File: config.mk
export PLATFORM = sky130hd
export DESIGN_NAME = muldiv_unit
export DESIGN_NICKNAME = d
export VERILOG_FILES = /design/src/rtl/muldiv_unit.sv
export SDC_FILE = /design/constraint.sdc
export NUM_CORES = 1
export LEC_CHECK = 0
export ABC_AREA = 1
export BUFFER_PORTS_ARGS = -buffer_cell sky130_fd_sc_hd__buf_2
export CAP_MARGIN = 15
export CELL_PAD_IN_SITES_DETAIL_PLACEMENT = 0
export CELL_PAD_IN_SITES_GLOBAL_PLACEMENT = 1
export CORE_UTILIZATION = 38
export DETAILED_ROUTE_END_ITERATION = 8
export PLACE_DENSITY_LB_ADDON = 0.1
export SLEW_MARGIN = 25
export SYNTH_ARGS = -nofsm -noshare
export SYNTH_HDL_FRONTEND = slang
export SYNTH_SLANG_ARGS = --single-unit
File: constraint.sdc
create_clock -name clk -period 2.4 [get_ports clk]
set_input_delay 0.24 -clock clk [delete_from_list [all_inputs] [get_ports clk]]
set_output_delay 0.24 -clock clk [all_outputs]
set_load 0.005 [all_outputs]
File: src/rtl/muldiv_unit.sv
// muldiv_unit: iterative radix-2 multiply/divide unit owning the architectural
// HI/LO registers. MULT/MULTU/DIV/DIVU take WIDTH+2 cycles from the edge that
// accepts start until HI/LO hold the result. MTHI/MTLO writes land only while idle.
module muldiv_unit #(
  parameter int WIDTH = 32
) (
  input  logic             clk,
  input  logic             rst,
  input  logic             start,
  input  logic [1:0]       op,
  input  logic [WIDTH-1:0] a,
  input  logic [WIDTH-1:0] b,
  input  logic             flush,
  input  logic             wr_hi,
  input  logic             wr_lo,
  input  logic [WIDTH-1:0] wdata,
  output logic             busy,
  output logic             done,
  output logic [WIDTH-1:0] hi,
  output logic [WIDTH-1:0] lo
);

  localparam int CW = $clog2(WIDTH + 1);

  typedef enum logic [1:0] {
    IDLE = 2'd0,
    CALC = 2'd1,
    FIX  = 2'd2
  } state_t;

  state_t          state;
  logic [CW-1:0]   cnt;

  // Operation context captured when start is accepted.
  logic            is_div;     // op[1]: divide family
  logic            neg_prod;   // product / quotient sign (a xor b sign, signed ops only)
  logic            neg_rem;    // remainder sign (dividend sign, signed ops only)
  logic            div_zero;   // divisor was zero
  logic [WIDTH-1:0] a_raw;     // raw dividend, returned in HI on divide by zero

  // addend: multiplicand (mult) or divisor (div).
  // scan:   multiplier (mult) or dividend (div), consumed MSB first.
  logic [WIDTH-1:0]   addend;
  logic [WIDTH-1:0]   scan;
  logic [2*WIDTH-1:0] acc;     // product, or {remainder, quotient}

  // Magnitudes and signs of the incoming operands.
  logic             sgn_op;
  logic             a_neg;
  logic             b_neg;
  logic [WIDTH-1:0] a_mag;
  logic [WIDTH-1:0] b_mag;

  // Operand conditioning for the capture in IDLE.
  always_comb begin
    sgn_op = ~op[0];
    a_neg  = sgn_op & a[WIDTH-1];
    b_neg  = sgn_op & b[WIDTH-1];
    a_mag  = a_neg ? -a : a;
    b_mag  = b_neg ? -b : b;
  end

  // One radix-2 iteration: shift-add for multiply, restoring step for divide.
  logic [2*WIDTH-1:0] acc_next;
  logic [WIDTH:0]     rem_sh;
  logic [WIDTH:0]     trial;

  // NOTE: every variable driven here gets a default first, so no path leaves
  // one unassigned and no latch is inferred.
  always_comb begin
    acc_next = acc;
    rem_sh   = {acc[2*WIDTH-1:WIDTH], scan[WIDTH-1]};
    trial    = rem_sh - {1'b0, addend};
    if (is_div) begin
      // Trial subtraction: a clear borrow bit means the divisor fits.
      if (!trial[WIDTH])
        acc_next = {trial[WIDTH-1:0], acc[WIDTH-2:0], 1'b1};
      else
        acc_next = {rem_sh[WIDTH-1:0], acc[WIDTH-2:0], 1'b0};
    end else begin
      // MSB-first shift-add: acc = 2*acc + bit*multiplicand.
      acc_next = {acc[2*WIDTH-2:0], 1'b0}
               + (scan[WIDTH-1] ? {{WIDTH{1'b0}}, addend} : {2*WIDTH{1'b0}});
    end
  end

  // Sign correction applied in FIX.
  logic [2*WIDTH-1:0] prod_fix;
  logic [WIDTH-1:0]   quo_fix;
  logic [WIDTH-1:0]   rem_fix;

  // Final sign fix-up of the magnitude result.
  always_comb begin
    prod_fix = neg_prod ? -acc : acc;
    quo_fix  = neg_prod ? -acc[WIDTH-1:0] : acc[WIDTH-1:0];
    rem_fix  = neg_rem  ? -acc[2*WIDTH-1:WIDTH] : acc[2*WIDTH-1:WIDTH];
  end

  // Control FSM, datapath registers and HI/LO with registered busy/done.
  // NOTE: sequential state is updated with non-blocking assignments only, so
  // every register samples the pre-edge values regardless of statement order.
  always_ff @(posedge clk) begin
    if (rst) begin
      state    <= IDLE;
      cnt      <= '0;
      busy     <= 1'b0;
      done     <= 1'b0;
      hi       <= '0;
      lo       <= '0;
      is_div   <= 1'b0;
      neg_prod <= 1'b0;
      neg_rem  <= 1'b0;
      div_zero <= 1'b0;
      a_raw    <= '0;
      addend   <= '0;
      scan     <= '0;
      acc      <= '0;
    end else begin
      done <= 1'b0;
      if (flush && state != IDLE) begin
        // Abort: HI/LO untouched, no done pulse.
        state <= IDLE;
        busy  <= 1'b0;
        cnt   <= '0;
      end else begin
        unique case (state)
          IDLE: begin
            if (wr_hi) hi <= wdata;
            if (wr_lo) lo <= wdata;
            if (start && !flush) begin
              state    <= CALC;
              busy     <= 1'b1;
              cnt      <= '0;
              is_div   <= op[1];
              neg_prod <= a_neg ^ b_neg;
              neg_rem  <= a_neg;
              div_zero <= (b == '0);
              a_raw    <= a;
              addend   <= op[1] ? b_mag : a_mag;
              scan     <= op[1] ? a_mag : b_mag;
              acc      <= '0;
            end
          end
          CALC: begin
            acc  <= acc_next;
            scan <= {scan[WIDTH-2:0], 1'b0};
            cnt  <= cnt + 1'b1;
            if (cnt == CW'(WIDTH - 1)) state <= FIX;
          end
          FIX: begin
            if (!is_div) begin
              {hi, lo} <= prod_fix;
            end else if (div_zero) begin
              hi <= a_raw;
              lo <= '1;
            end else begin
              hi <= rem_fix;
              lo <= quo_fix;
            end
            done  <= 1'b1;
            busy  <= 1'b0;
            cnt   <= '0;
            state <= IDLE;
          end
          default: begin
            state <= IDLE;
            busy  <= 1'b0;
          end
        endcase
      end
    end
  end

endmodule

## After elaboration in Yosys (flattened, before gate mapping)

Cells that the tools add are included.

- Flip-flop bits (word level): 238
- Output and inout port bits: 66
- Bits of input ports: 104
- Logic and storage cells: 82

- Add/sub/neg operators: 8
- Reduce and logical (&&, ||, !) cells: 17
- Bitwise logic cells: 6
- Mux-type cells: 30
- Equality and inequality tests: 7

Operators with widths:

| kind | number |
|---|---|
| $mux W32 | 14 |
| $mux W64 | 4 |
| $pmux W32 S2 | 3 |
| $neg A32 Y32 | 4 |
| $pmux W64 S2 | 1 |
| $add A64 B32 Y64 | 1 |
| $neg A64 Y64 | 1 |
| $sub A33 B32 Y33 | 1 |
| $logic_not A32 Y1 | 1 |
| $pmux W6 S3 | 1 |
| $reduce_and A3 Y1 | 4 |
| $ne A2 B2 Y1 const B | 4 |
| $add A6 B1 Y6 const B | 1 |
| $eq A6 B5 Y1 const B | 1 |
| $mux W6 | 1 |
| $reduce_and A2 Y1 | 3 |
| $reduce_bool A2 Y1 | 3 |
| $mux W2 | 2 |
| $pmux W2 S2 | 1 |
| $not A1 Y1 | 3 |
| $reduce_bool A3 Y1 | 1 |
| $and A1 B1 Y1 | 2 |
| $eq A2 B1 Y1 const B | 1 |
| $eq A2 B2 Y1 const B | 1 |
| other kinds (7) | 9 |

## Depth between registers and ports, before layout

- Depth after elaboration: 6
- Mapped depth: 21
- Depth with buffers taken out: 19

## Worst setup path after synthesis

OpenSTA, ideal clock, no wires.

- Path type: reg-to-reg
- Start: reg scan[31]
- End: reg acc[61]
- Setup slack: -0.045 ns
- Period minus slack after synthesis: 2.445 ns
- Stages on the path, launching flop included: 21
- Data arrival time: 2.313 ns
- Buffers on the path: 2
- Data required time: 2.268 ns
- Setup time: 0.132 ns
- Path through: dfxtp_1 -> clkbuf_1 -> clkbuf_1 -> nand2_1 -> inv_1 -> ha_1 -> fa_1 -> nand2_1 -> nand3_1 -> nand3_1 -> nand2_1 -> nand2_1 -> nand2_1 -> nand2_1 -> nand2_1 -> nand2_1 -> nand2_1 -> nand2_1 -> nand3_1 -> nand3_1 -> a21oi_1

- Cells in the longest elaborated chain, start to end: 4
- Elaborated cells between the ends (all ways): 6
- Those cells by class: add/sub: 2; mux: 4

RTL lines:

| element | RTL line | text |
|---|---|---|
| from (decl) | 44 | `logic [WIDTH-1:0] scan;` |
| from (signal assigned) | 140 | `scan <= op[1] ? a_mag : b_mag;` |
| from (signal assigned) | 146 | `scan <= {scan[WIDTH-2:0], 1'b0};` |
| $mux W32 / $sub A33 B32 Y33 (equally long branches) | 83, 73 |  |
| $add A64 B32 Y64 / $mux W64 (equally long branches) | 83, 76 |  |
| $mux W64 * | 74 | `if (is_div) begin` |
| $pmux W64 S2 * | 126 | `unique case (state)` |
| to (signal assigned) | 145 | `acc <= acc_next;` |
| to (decl) | 45 | `logic [2*WIDTH-1:0] acc;` |

Mark *: on every way between the ends. The rest lies on a longest branch, timed or not.
A chain may end at the register's enable or synchronous reset.

## Worst setup path in the final report

- Start: reg scan[31]
- End: reg acc[55]

The elaborated chain is that of the path after synthesis.

==> reports/metrics.yaml <==
htreeDepth: 1
rows: 88
ios: 170
yosys_warnings: 0
fillCellCount: 6297
syn_nets: 4228
final_area_um2: 31100
diodes: 0
cts_tree: "built"
layout.nets: 4779
power_leakage_nw: 16.2
fmax_mhz: 388
hold_path_class: "primary input to register"
ys_seq_area_frac: 0.211
tightest_slew_ps: 992
slew_viol_final: 0
syn_avg_cell_area_um2: 5.56
fin_skew_ps: 25.9
crit_required_ps: 2940
drc_errors: 0
period_needed_ps: 2580
startpoint_type: "register"
die_w_um: 246
powerDensity_nw_per_um2: 434
min_path_cells: 3
dp_hpwl_um: 90500
synth-simple-area-share: 0.397
vias: 28700
cts.sinks: 238
drive_gt1_frac: 0.253
grt-ovfl-total: 0
antenna_found_initial: 3
avgViaCountPerCell: 5.33
die_h_um: 246
syn_inst: 4052
synthAdderAreaFrac: 0.0406
endpoint_kind: "register"
status: "complete, but fails checks"
ys_top_cells_by_area: "dfxtp_1 21%, nand2_1 21%, inv_1 9.9%"
wl_per_cell_um: 21.4
finalPower_mw: 13.5
clk-insertion-delay-late_ps: 620
worstReg2RegEnd: "acc[55]$_SDFFE_PP0P_"
cts-root-buf: "clkbuf_16"
synth_ff_type: "dfxtp_1"
fin_crit_sh: 1.07
cp_data_arrival_time_ps: 3120
clk_pin_slew_ps: 80
grt.total_usage: 0.370
synthArstFlopShare: 0
holdCritStartpoint: "a[13]"
synth_top_family_by_area: "simple AND/OR/NAND/NOR gates"
finalHoldViolations: 0
drtAntennaViolNets: 0
core_um2: 58100
place_area_um2: 27500
yosys.area.top_type: "dfxtp_1"
grt_pass1_wl_um: 168000
synthMuxAreaShare: 0
critical_path_class: "register to register"
violations: "negative setup slack"
die-area_um2: 60300
cts_made_buffers: 31
worst_slack_ps: -180
grt_max_degree: 158
yosysMostFrequentCell: "nand2_1"
gp_congestion: 1.04
clock_path_buffers: 3
grt_pass1_vias: 27000
synth_cell_types: 55
synth_edf_count: 0
cap_violations: 0
dr.pass1.iters: 5
reg2reg_from: "scan[31]$_SDFFE_PP0P_"
fin_tns_setup_ps: -3920
holdPathEnd: "a_raw[13]$_SDFFE_PP0P_"
port_buffers: 169
initial_utilization: 0.388
drt_iter0_markers: 2526
yosys-top-cells-count: "1233 x nand2_1, 597 x inv_1, 370 x nor2_1"
syn_area_um2: 22500
ir_drop_mv: 0.585
synth_top_area_frac: 0.211
area_growth_syn_to_layout_pct: 38.0
synth_compound_area_frac: 0.175
synthXorXnorAreaFrac: 0.0385
slew_headroom: 0.339
post-route-util: 0.535
cp_max_fo: 11
reg2reg_slack_ps: -180
fin_hold_ws_ps: 17.3
reg2reg_depth: 19
synth_seq_cells: 238
setup_viol: 45
rsz0062_at_grt: "true"
drt_wl_total_um: 115000
-- stage by stage --
stage | instances | setup slack, ps
after floorplan | 4052 | 33.0
after global placement | 5269 | -467
after detailed placement | 5269 | -493
after CTS | 5370 | -165
after global routing | 5383 | -259
final | 5383 | -180
-- flip-flops by register name, summed over array words and instances (netlist names) --
| register | flops |
|---|---|
| neg_prod | 1 |
| addend | 32 |
| neg_rem | 1 |
| a_raw | 32 |
| cnt | 6 |
| scan | 32 |
| div_zero | 1 |
| state | 2 |
| acc | 64 |
| busy | 1 |
| is_div | 1 |
| done | 1 |
| lo | 32 |
| hi | 32 |
-- per-layer routing --
| metal | GRT usage | vias to the layer above | wire length [um] |
|---|---|---|---|
| li1 | - | 14000 | - |
| met1 | 0.481 | 13200 | 48300 |
| met2 | 0.593 | 1143 | 51900 |
| met5 | 0 | - | 12 |
| met3 | 0.0473 | 270 | 8130 |
| met4 | 0.197 | 2 | 6840 |
-- cell usage in the layout, fill, tap and decap left out, types with 42 or more instances in the layout --
master	instances
nand2_1	1117
inv_1	560
buf_4	427
nand3_1	318
a21oi_1	301
nor2_1	294
dfxtp_1	213
o21ai_0	202
buf_2	169
nand2_2	97
xor2_1	78
nor2_2	68
o211ai_1	50
nand3_2	44
dlygate4sd3_1	42
-- worst max-delay path by stage --
stage	start	to	slack (ps)	cells past startpoint
finish	scan[31]$_SDFFE_PP0P_	acc[55]$_SDFFE_PP0P_	-180	19
global route	addend[13]$_SDFFE_PP0P_	acc[39]$_SDFFE_PP0P_	-260	16
CTS	scan[31]$_SDFFE_PP0P_	acc[39]$_SDFFE_PP0P_	-160	18
detailed placement	scan[31]$_SDFFE_PP0P_	acc[60]$_SDFFE_PP0P_	-490	18
global placement	scan[31]$_SDFFE_PP0P_	acc[60]$_SDFFE_PP0P_	-470	18
floorplan	scan[31]$_SDFFE_PP0P_	acc[49]$_SDFFE_PP0P_	30	18
-- report_power, final --
part | total, mW | internal, mW | switching [mW]
Combinational | 4.40 | 1.68 | 2.73
Clock | 4.74 | 2.78 | 1.96
Sequential | 4.36 | 4.17 | 0.192
-- worst max-delay path: stages, from the launching register on --
cell     delay (ps)
dfxtp_4         380
buf_12          150
nand2_1          60
inv_1            50
ha_1            290
buf_4           160
a21oi_1         260
nand2_1         130
inv_1            60
nand2_1          80
buf_4           140
nand2_1          50
nand2_1          90
nand3_1         130
nand2_1          70
nand2_1          70
nand2_2          60
nand2_1          70
nand3_1          80
a21oi_1         130
-- timing repair --
item                                    4_1_cts  5_1_grt
hold buffers                                 42        0
endpoints found under the setup margin       58       97
buffers inserted                             11       12
endpoints found under the hold margin        56        0
resized for setup                           220      303
pin swaps                                    38       57
cloned                                        0        2
-- area by class of cell --
cell class | count | area, um2 | share of cell area
clock inverter | 9 | 140 | 0.00451
clock buffer | 39 | 846 | 0.0272
inverter | 616 | 2350 | 0.0757
multi-input combinational | 3022 | 16500 | 0.532
tap | 765 | 957 | 0.0308
sequential | 238 | 4830 | 0.155
timing repair buffer | 694 | 5440 | 0.175
-- kinds of logic after synthesis --
| kind of cell | Yosys count |
|---|---|
| and+or+nand+nor | 2135 |
| buffers and inverters | 793 |
| AOI/OAI and AO/OA | 715 |
| DFF | 238 |
| xor gates and xnor gates | 99 |
| adders and majority gates | 72 |
Power figures use the tool's default switching activity.
